## src/rtl/lsu_mem_master_if.sv

```systemverilog
// Core request/response and data-memory port bundle for lsu_mem_master.
// master = the LSU itself; slave = core + memory side driving it.
interface lsu_mem_master_if;
  logic        req_valid;
  logic        req_ready;
  logic        req_we;
  logic [2:0]  req_funct3;
  logic [31:0] req_addr;
  logic [31:0] req_wdata;
  logic        resp_valid;
  logic [31:0] resp_rdata;
  logic        resp_err;
  logic        mem_WE;
  logic [31:0] mem_WD;
  logic [31:0] mem_Address;
  logic [31:0] mem_RD;

  modport master (
    input  req_valid, req_we, req_funct3, req_addr, req_wdata, mem_RD,
    output req_ready, resp_valid, resp_rdata, resp_err, mem_WE, mem_WD, mem_Address
  );

  modport slave (
    output req_valid, req_we, req_funct3, req_addr, req_wdata, mem_RD,
    input  req_ready, resp_valid, resp_rdata, resp_err, mem_WE, mem_WD, mem_Address
  );
endinterface

```

## src/rtl/lsu_mem_master.sv

```systemverilog
// RV32I load/store initiator onto a word-addressed memory port (RMW for SB/SH).
// Optional macro MISALIGN_TRAP_EN: misaligned H/W accesses raise resp_err.
module lsu_mem_master #(
  parameter int unsigned MEM_WORDS = 1000
) (
  input  logic              clk,
  input  logic              reset,
  lsu_mem_master_if.master  bus
);
  localparam int NUM_LANES = 4;

  typedef enum logic [1:0] {IDLE, RD, WR, RESP} state_t;
  state_t state, state_nxt;

  logic        we_q;
  logic [2:0]  f3_q;
  logic [1:0]  lane_q;
  logic [15:0] wdata_q;
  logic        err_q;
  logic [31:0] rdata_q;
  logic [31:0] wd_q;
  logic [31:0] addr_out_q;

  logic f3_bad, range_bad, mis_bad, req_err;
  logic [2:0] f3;
  assign f3 = bus.req_funct3;

  assign f3_bad    = (f3 == 3'b011) || (f3 == 3'b110) || (f3 == 3'b111) ||
                     (bus.req_we && f3[2]);
  assign range_bad = {2'b00, bus.req_addr[31:2]} >= MEM_WORDS;
`ifdef MISALIGN_TRAP_EN
  assign mis_bad   = ((f3[1:0] == 2'b01) && bus.req_addr[0]) ||
                     ((f3[1:0] == 2'b10) && (bus.req_addr[1:0] != 2'b00));
`else
  assign mis_bad   = 1'b0;
`endif
  assign req_err   = f3_bad || range_bad || mis_bad;

  always_ff @(posedge clk or posedge reset) begin
    if (reset) state <= IDLE;
    else       state <= state_nxt;
  end

  always_comb begin
    state_nxt = state;
    case (state)
      IDLE: if (bus.req_valid) begin
        if (req_err)                          state_nxt = RESP;
        else if (bus.req_we && f3 == 3'b010)  state_nxt = WR;
        else                                  state_nxt = RD;
      end
      RD:      state_nxt = we_q ? WR : RESP;
      WR:      state_nxt = RESP;
      RESP:    state_nxt = IDLE;
      default: state_nxt = IDLE;
    endcase
  end

  // Load extraction from the word presented in RD
  logic [NUM_LANES-1:0][7:0] rd_lanes, wr_lanes, merged;
  logic [7:0]  ld_byte;
  logic [15:0] ld_half;
  logic [31:0] load_val;

  assign rd_lanes = bus.mem_RD;
  assign ld_byte  = rd_lanes[lane_q];
  assign ld_half  = lane_q[1] ? bus.mem_RD[31:16] : bus.mem_RD[15:0];

  always_comb begin
    load_val = bus.mem_RD;
    case (f3_q)
      3'b000:  load_val = {{24{ld_byte[7]}}, ld_byte};
      3'b100:  load_val = {24'h0, ld_byte};
      3'b001:  load_val = {{16{ld_half[15]}}, ld_half};
      3'b101:  load_val = {16'h0, ld_half};
      default: load_val = bus.mem_RD;
    endcase
  end

  // Store merge: replicate store data across lanes, keep unaddressed bytes
  assign wr_lanes = (f3_q[1:0] == 2'b00) ? {4{wdata_q[7:0]}} : {2{wdata_q[15:0]}};

  for (genvar i = 0; i < NUM_LANES; i++) begin : g_lane
    localparam logic [1:0] LANE = 2'(i);
    logic lane_en;
    assign lane_en   = (f3_q[1:0] == 2'b00) ? (lane_q == LANE) : (lane_q[1] == LANE[1]);
    assign merged[i] = lane_en ? wr_lanes[i] : rd_lanes[i];
  end

  always_ff @(posedge clk or posedge reset) begin
    if (reset) begin
      we_q       <= 1'b0;
      f3_q       <= 3'b000;
      lane_q     <= 2'b00;
      wdata_q    <= 16'h0;
      err_q      <= 1'b0;
      rdata_q    <= 32'h0;
      wd_q       <= 32'h0;
      addr_out_q <= 32'h0;
    end else begin
      case (state)
        IDLE: if (bus.req_valid) begin
          we_q    <= bus.req_we;
          f3_q    <= f3;
          lane_q  <= bus.req_addr[1:0];
          wdata_q <= bus.req_wdata[15:0];
          err_q   <= req_err;
          rdata_q <= 32'h0;
          if (!req_err) begin
            addr_out_q <= {bus.req_addr[31:2], 2'b00};
            wd_q       <= bus.req_wdata;
          end
        end
        RD: begin
          if (!we_q) rdata_q <= load_val;
          else       wd_q    <= merged;
        end
        default: ;
      endcase
    end
  end

  assign bus.req_ready   = (state == IDLE);
  assign bus.resp_valid  = (state == RESP);
  assign bus.resp_err    = err_q;
  assign bus.resp_rdata  = rdata_q;
  assign bus.mem_WE      = (state == WR);
  assign bus.mem_WD      = wd_q;
  assign bus.mem_Address = addr_out_q;
endmodule

```

## src/flat_wrapper.sv

```systemverilog
// flat-port wrapper written by rule: the top's interface ports become plain ports
module lsu_mem_master_flat 
#(
  parameter int unsigned MEM_WORDS = 1000
)
  (clk, reset, bus_req_valid, bus_req_we, bus_req_funct3, bus_req_addr, bus_req_wdata, bus_mem_RD, bus_req_ready, bus_resp_valid, bus_resp_rdata, bus_resp_err, bus_mem_WE, bus_mem_WD, bus_mem_Address);
  lsu_mem_master_if bus_i ();
  input  logic clk;
  input  logic reset;
  input wire logic [$bits(bus_i.req_valid)-1:0] bus_req_valid;
  input wire logic [$bits(bus_i.req_we)-1:0] bus_req_we;
  input wire logic [$bits(bus_i.req_funct3)-1:0] bus_req_funct3;
  input wire logic [$bits(bus_i.req_addr)-1:0] bus_req_addr;
  input wire logic [$bits(bus_i.req_wdata)-1:0] bus_req_wdata;
  input wire logic [$bits(bus_i.mem_RD)-1:0] bus_mem_RD;
  output wire logic [$bits(bus_i.req_ready)-1:0] bus_req_ready;
  output wire logic [$bits(bus_i.resp_valid)-1:0] bus_resp_valid;
  output wire logic [$bits(bus_i.resp_rdata)-1:0] bus_resp_rdata;
  output wire logic [$bits(bus_i.resp_err)-1:0] bus_resp_err;
  output wire logic [$bits(bus_i.mem_WE)-1:0] bus_mem_WE;
  output wire logic [$bits(bus_i.mem_WD)-1:0] bus_mem_WD;
  output wire logic [$bits(bus_i.mem_Address)-1:0] bus_mem_Address;
  assign bus_i.req_valid = bus_req_valid;
  assign bus_i.req_we = bus_req_we;
  assign bus_i.req_funct3 = bus_req_funct3;
  assign bus_i.req_addr = bus_req_addr;
  assign bus_i.req_wdata = bus_req_wdata;
  assign bus_i.mem_RD = bus_mem_RD;
  assign bus_req_ready = bus_i.req_ready;
  assign bus_resp_valid = bus_i.resp_valid;
  assign bus_resp_rdata = bus_i.resp_rdata;
  assign bus_resp_err = bus_i.resp_err;
  assign bus_mem_WE = bus_i.mem_WE;
  assign bus_mem_WD = bus_i.mem_WD;
  assign bus_mem_Address = bus_i.mem_Address;
  lsu_mem_master #(.MEM_WORDS(MEM_WORDS)) u_core (.clk(clk), .reset(reset), .bus(bus_i));
endmodule
```

## config.mk

```make
export PLATFORM = sky130hd
export DESIGN_NAME = lsu_mem_master_flat
export DESIGN_NICKNAME = d
export VERILOG_FILES = /design/src/rtl/lsu_mem_master_if.sv /design/src/rtl/lsu_mem_master.sv /design/src/flat_wrapper.sv
export SDC_FILE = /design/constraint.sdc
export NUM_CORES = 1
export LEC_CHECK = 0
export BUFFER_PORTS_ARGS = -buffer_cell sky130_fd_sc_hd__buf_2
export CORE_AREA = 2 2 104 156
export CTS_CLUSTER_SIZE = 28
export DETAILED_ROUTE_END_ITERATION = 7
export DIE_AREA = 0 0 106 158
export HOLD_SLACK_MARGIN = 0.12
export PLACE_DENSITY = 0.67
export SLEW_MARGIN = 30
export SYNTH_ARGS = -nofsm -noshare
export SYNTH_HDL_FRONTEND = slang
export SYNTH_SLANG_ARGS = --single-unit
```

## constraint.sdc

```tcl
create_clock -name clk -period 3 [get_ports clk]
set_input_delay 0.15 -clock clk [delete_from_list [all_inputs] [get_ports clk]]
set_output_delay 0.15 -clock clk [all_outputs]
set_load 0.05 [all_outputs]
```

; Word level (Yosys, flattened, before mapping)
; Index checks and enable logic that the tools add are counted.
; W data, S select, Z words.
[totals]
output_inout_bits = 100
regBits = 119
elab_cells = 70
[classes]
muxes = 25
order_cmp = 2
eq_ne = 17
bitwise = 2
n_reduce_logical = 15
[ops]
columns = cell, n
row1 = $mux W32, 6
row2 = $pmux W32 S2, 2
row3 = $pmux W32 S4, 1
row4 = $mux W8, 5
row5 = $ge A30 B10 Y1 const B, 1
row6 = $bmux W8 S2, 1
row7 = $mux W16, 1
row8 = $eq A3 B3 Y1 const B, 4
row9 = $eq A2 B2 Y1 const B, 4
row10 = $pmux W2 S4, 1
row11 = $eq A3 B2 Y1 const B, 2
row12 = $logic_not A2 Y1, 3
row13 = $mux W2, 3
row14 = $ne A2 B2 Y1 const B, 3
row15 = $reduce_and A3 Y1, 2
row16 = $mux W1, 5
row17 = $eq A2 B1 Y1 const B, 2
row18 = $logic_or A1 B1 Y1, 4
row19 = $reduce_and A4 Y1, 1
row20 = $eq A3 B1 Y1 const B, 1
row21 = $logic_not A3 Y1, 1
row22 = $lt A2 B3 Y1 const B, 1
row23 = $logic_and A1 B1 Y1, 2
row24 = $ne A2 B1 Y1 const B, 1
row25 = other kinds (3), 4

; Logic depth before layout (Yosys ltp)
[depth]
depth_word = 8
depth_mapped = 9
mapped_depth_nobuf = 7

; Worst setup path before layout
; Ideal clock, no wire load.
[synth_path]
path_kind = register to register
startpoint = register u_core.state[0]
endpoint = register u_core.addr_out_q[10] (netlist: u_core.bus.mem_Address[10])
synth_period_minus_slack_ps = 2414
arrival_ps = 2287
required_time_ps = 2872
path_buffers = 1
stages_incl_launch_ff = 7
slack_ps = 586
path_cell_list = dfrtp_1 inv_1 ha_1 nand2_1 nor4_2 buf_4 mux2_1
[synth_between]
elab_chain_len = 2
[synth_lines]
columns = element, line
row1 = from (decl), lsu_mem_master.sv:13  ; state_t state, state_nxt;
row2 = from (signal assigned), lsu_mem_master.sv:41  ; else state <= state_nxt;
row3 = $logic_not A2 Y1, -
row4 = named net bus_req_ready, flat_wrapper.sv:16  ; output wire logic [$bits(bus_i.req_ready)-1:0] bus_req_ready;
row5 = $reduce_and A3 Y1 (no line), -
row6 = to (signal assigned), lsu_mem_master.sv:110  ; addr_out_q <= {bus.req_addr[31:2], 2'b00};
row7 = to (decl), lsu_mem_master.sv:22  ; logic [31:0] addr_out_q;
; The timed path passes the listed nets, and every way through them passes these cells.
; A chain may end at the register's enable or synchronous reset.

; Worst setup path after layout
[layout_path]
startpoint = register u_core.state[1]
endpoint = register u_core.rdata_q[29] (netlist: u_core.bus.resp_rdata[29])
[layout_between]
elab_chain_len = 3
word_cells_on_any_way = 7
classes_between = eq/ne (3) / mux (1) / reduce/logical (3)
[layout_lines]
columns = element, line
row1 = $eq A2 B1 Y1 / $logic_not A2 Y1 (equally long branches), lsu_mem_master.sv:101  ; case (state)
row2 = $ne A2 B2 Y1 (no line) / $reduce_bool A2 Y1 (equally long branches), -
row3 = $reduce_and A3 Y1 (no line), -
row4 = to (signal assigned), lsu_mem_master.sv:115  ; if (!we_q) rdata_q <= load_val;
row5 = to (decl), lsu_mem_master.sv:20  ; logic [31:0] rdata_q;
; Several ways; a longest one is shown, not always the timed one.

==> results by group <==
Placed design
  • Final HPWL DP: 13,300 microns
  • Final Wtd Congestion: 0.881
  • Port Buffers: 200
  • Placed cell area: 7220 sq um
  • DP Worst Slack: 387 ps

Detailed routing
  • DRT Pass-1 Iters: 4
  • WL/cell: 18.3 microns
  • DRC: 0
  • Detail Route Antenna Nets: 0
  • DR vias: 4,964
  • Total wire length: 17,800 microns
  • Vias per Instance: 5.09
  • DRT iter0 DRCs: 203

CTS
  • Worst-path clk slew: 60 ps
  • Clk root buf: clkbuf_16
  • Worst-skew pair later-pin latency: 410 ps
  • Clock Tree Buf Depth: 2
  • Htree depth: 4
  • Clock Sinks: 119
  • TritonCTS buffer count: 17
  • Setup Buffers After CTS: 0
  • CTS tree: built

Die
  • Ports: 203
  • Num rows: 56
  • Die width: 106 microns
  • Initial Util: 39.2%
  • Core area: 15,500 sq um
  • Die area: 16,700 sq um
  • Die Span Y: 158 microns

Critical path
  • CP Capture Type: flop
  • R2R cell count: 8
  • Worst EP arrival: 2610 ps
  • Worst reg2reg endpoint: u_core.bus.resp_rdata[29]
  • R2R Setup Slk: 730 ps
  • Reg2reg start: u_core.state[1]
  • CP delay by family, top: compound AO/OA/AOI/OAI gates
  • Max incr delay on CP: 570 ps
  • Critical path cell sequence: inv_1 -> ha_2 -> nor2b_1 -> and2_1 -> buf_4 -> o21ai_0 -> a21oi_2 -> a22o_1
  • Critical Path RT: 3340 ps
  • Startpoint types: flop
  • CP Buf/Inv Count: 2
  • WS Path Type: flop to flop
  • Slowest cell on crit path: a21oi_2
  • CP Max Fanout: 17

GRT
  • Total track usage: 21.8%
  • Total grt overflow: 0
  • First-pass GRT wire length: 28,100 microns
  • Vias in the first global route: 5,231
  • Largest net degree at the start of global routing: 120
  • Antenna violations before repair: 0

Status
  • Status: complete, no violations

Hold path
  • Hold wc startpoint: bus_mem_RD[24]
  • Worst Hold Endpoint: u_core.bus.resp_rdata[24]
  • Min-delay worst type: input pin to flop
  • Hold Path Stages: 3

Timing
  • Period utilization: 75.8%
  • Clock skew: 6.73 ps
  • Fin Setup TNS: 0 ps
  • Fmax: 0.440 GHz
  • Final worst-path setup slack: 725 ps
  • Slew HR: 49.4%
  • Pins Over Slew Limit: 0
  • Setup repair after global routing missed its margin: no
  • Endpoints failing setup: 0
  • Final Hold Vio Count: 0
  • Minimum clock period: 2270 ps
  • Worst hold slack: 142 ps
  • Pin slew with the least headroom to its limit: 753 ps

Synth
  • Post-synth ARST share: 100%
  • Main flop type after synthesis: dfrtp_1
  • Avg Cell Area, Syn: 11.9 sq um
  • Post-synthesis sequential area ratio: 49.1%
  • Post-synthesis cell area: 6070 sq um
  • Mapped Cells: 510
  • Number of flops mapped to enable cells by yosys: 0
  • Yosys cell types: 46
  • Count of state elements after synthesis: 119
  • Syn. warnings: 0

Final layout
  • Post-layout nets: 866
  • Fin area: 8390 sq um
  • Most frequent cells in the layout: buf_2 (200), dfrtp_1 (119), dlygate4sd3_1 (55)
  • Commonest non-fill, non-tap cell in the layout: buf_2
  • FF+latch area: 2980 sq um
  • Layout cells sized above 1: 42.4%
  • Area delta synth->final: 38.3%
  • Footprint of the multi-input gates: 2870 sq um
  • Fillers: 1,364

Power and ir drop
  • Leak Pwr: 4.18 nW
  • Peak VDD IR: 514 uV
  • PwrDens: 1210 nW/um^2
  • Total power: 10.2 mW

Flow run
  • # Max-Cap Violations: 0
-- tightest hold or removal path: cells and delay by family --
family | cells | cell delay (ps)
buf+inv | 1 | 130
compound gates | 1 | 120
simple gates | 1 | 110
-- kinds of logic (layout without fill, tap and decap cells) --
group / Yosys count / in the layout / synth area share (%)
flops: 119 / 119 / 49.1
simple gates: 119 / 119 / 11.2
compound gates: 118 / 118 / 13.6
mux: 106 / 106 / 21.2
buf+inv: 43 / 304 / 4.02
fa+ha+maj: 4 / 4 / 0.825
other cells: 1 / 3 / 0.0618
-- per-stage QoR --
stage	instances	util, %
after CTS	973	53.9
final	976	54.2
after floorplan	511	-
after detailed placement	887	46.6
after global placement	887	46.6
after global routing	975	54.2
-- flip-flops by register name, summed over array words and instances, names as in the netlist --
| register | cells |
|---|---|
| u_core.bus.mem_WD | 32 |
| u_core.bus.resp_rdata | 32 |
| u_core.bus.mem_Address | 30 |
| u_core.wdata_q | 16 |
| u_core.f3_q | 3 |
| u_core.lane_q | 2 |
| u_core.state | 2 |
| u_core.bus.resp_err | 1 |
| u_core.we_q | 1 |
-- layer usage --
| layer | part of all wire (%) | up-vias | wire [microns] | global-route usage, % |
|---|---|---|---|---|
| li1 | - | 2357 | - | - |
| met1 | 39 | 2393 | 7020 | 25.2 |
| met2 | 52 | 170 | 9240 | 37.0 |
| met3 | 5.1 | 44 | 905 | 5.23 |
| met4 | 3.8 | 0 | 672 | 12.0 |
| met5 | 0 | - | 0 | 0 |
-- Yosys cell counts, types with 5 or more instances --
master | n | area, sq um
o221ai_1 | 7 | 61.3
nand2_1 | 17 | 63.8
buf_4 | 6 | 45.0
mux2_2 | 42 | 473
a22o_1 | 16 | 140
mux2_1 | 9 | 101
a211oi_1 | 7 | 52.6
buf_2 | 6 | 30.0
nor2_1 | 21 | 78.8
o21ai_0 | 28 | 140
mux2i_1 | 24 | 240
nor2b_1 | 29 | 181
a32o_1 | 15 | 150
buf_6 | 7 | 78.8
inv_1 | 5 | 18.8
dfrtp_1 | 119 | 2980
clkbuf_1 | 17 | 63.8
a21oi_1 | 19 | 95.1
nand2b_1 | 34 | 213
nor4_1 | 5 | 31.3
mux2_4 | 30 | 450
o21ai_1 | 15 | 75.1
-- how the worst max path moves through the flow --
stage,from,to,slack (ps),cells past startpoint
finish,u_core.state[1],u_core.bus.resp_rdata[29],730,8
CTS,u_core.state[0],u_core.bus.mem_WD[22],370,6
global placement,u_core.state[0],u_core.bus.mem_WD[21],560,6
floorplan,u_core.state[0],u_core.bus.mem_Address[10],590,6
detailed placement,u_core.state[0],u_core.bus.mem_WD[22],390,6
global route,u_core.state[1],u_core.bus.resp_rdata[20],530,8
-- report_power, final --
group	leakage, nW	switching [mW]	total, mW	internal [mW]
clock	0.279	0.804	2.05	1.24
combinational	2.38	3.36	5.39	2.03
sequential	1.52	0.522	2.72	2.19
total	4.18	4.68	10.2	5.47
-- what timing repair did --
item | 4_1_cts | 5_1_grt
endpoints found under the hold margin | 177 | 1
hold buffers | 54 | 1
resized for setup | 0 | 0
-- layout make-up --
| class | count | share of cell area [%] |
|---|---|---|
| diodes | 1 | 0.0298 |
| clock buffers | 17 | 5.07 |
| clock inverters | 15 | 2.00 |
| inverters | 5 | 0.268 |
| multi-input cells | 349 | 34.2 |
| flip-flops and latches | 119 | 35.5 |
| well taps | 203 | 3.03 |
| repair buffers | 267 | 19.9 |
Power figures use the tool's default switching activity.
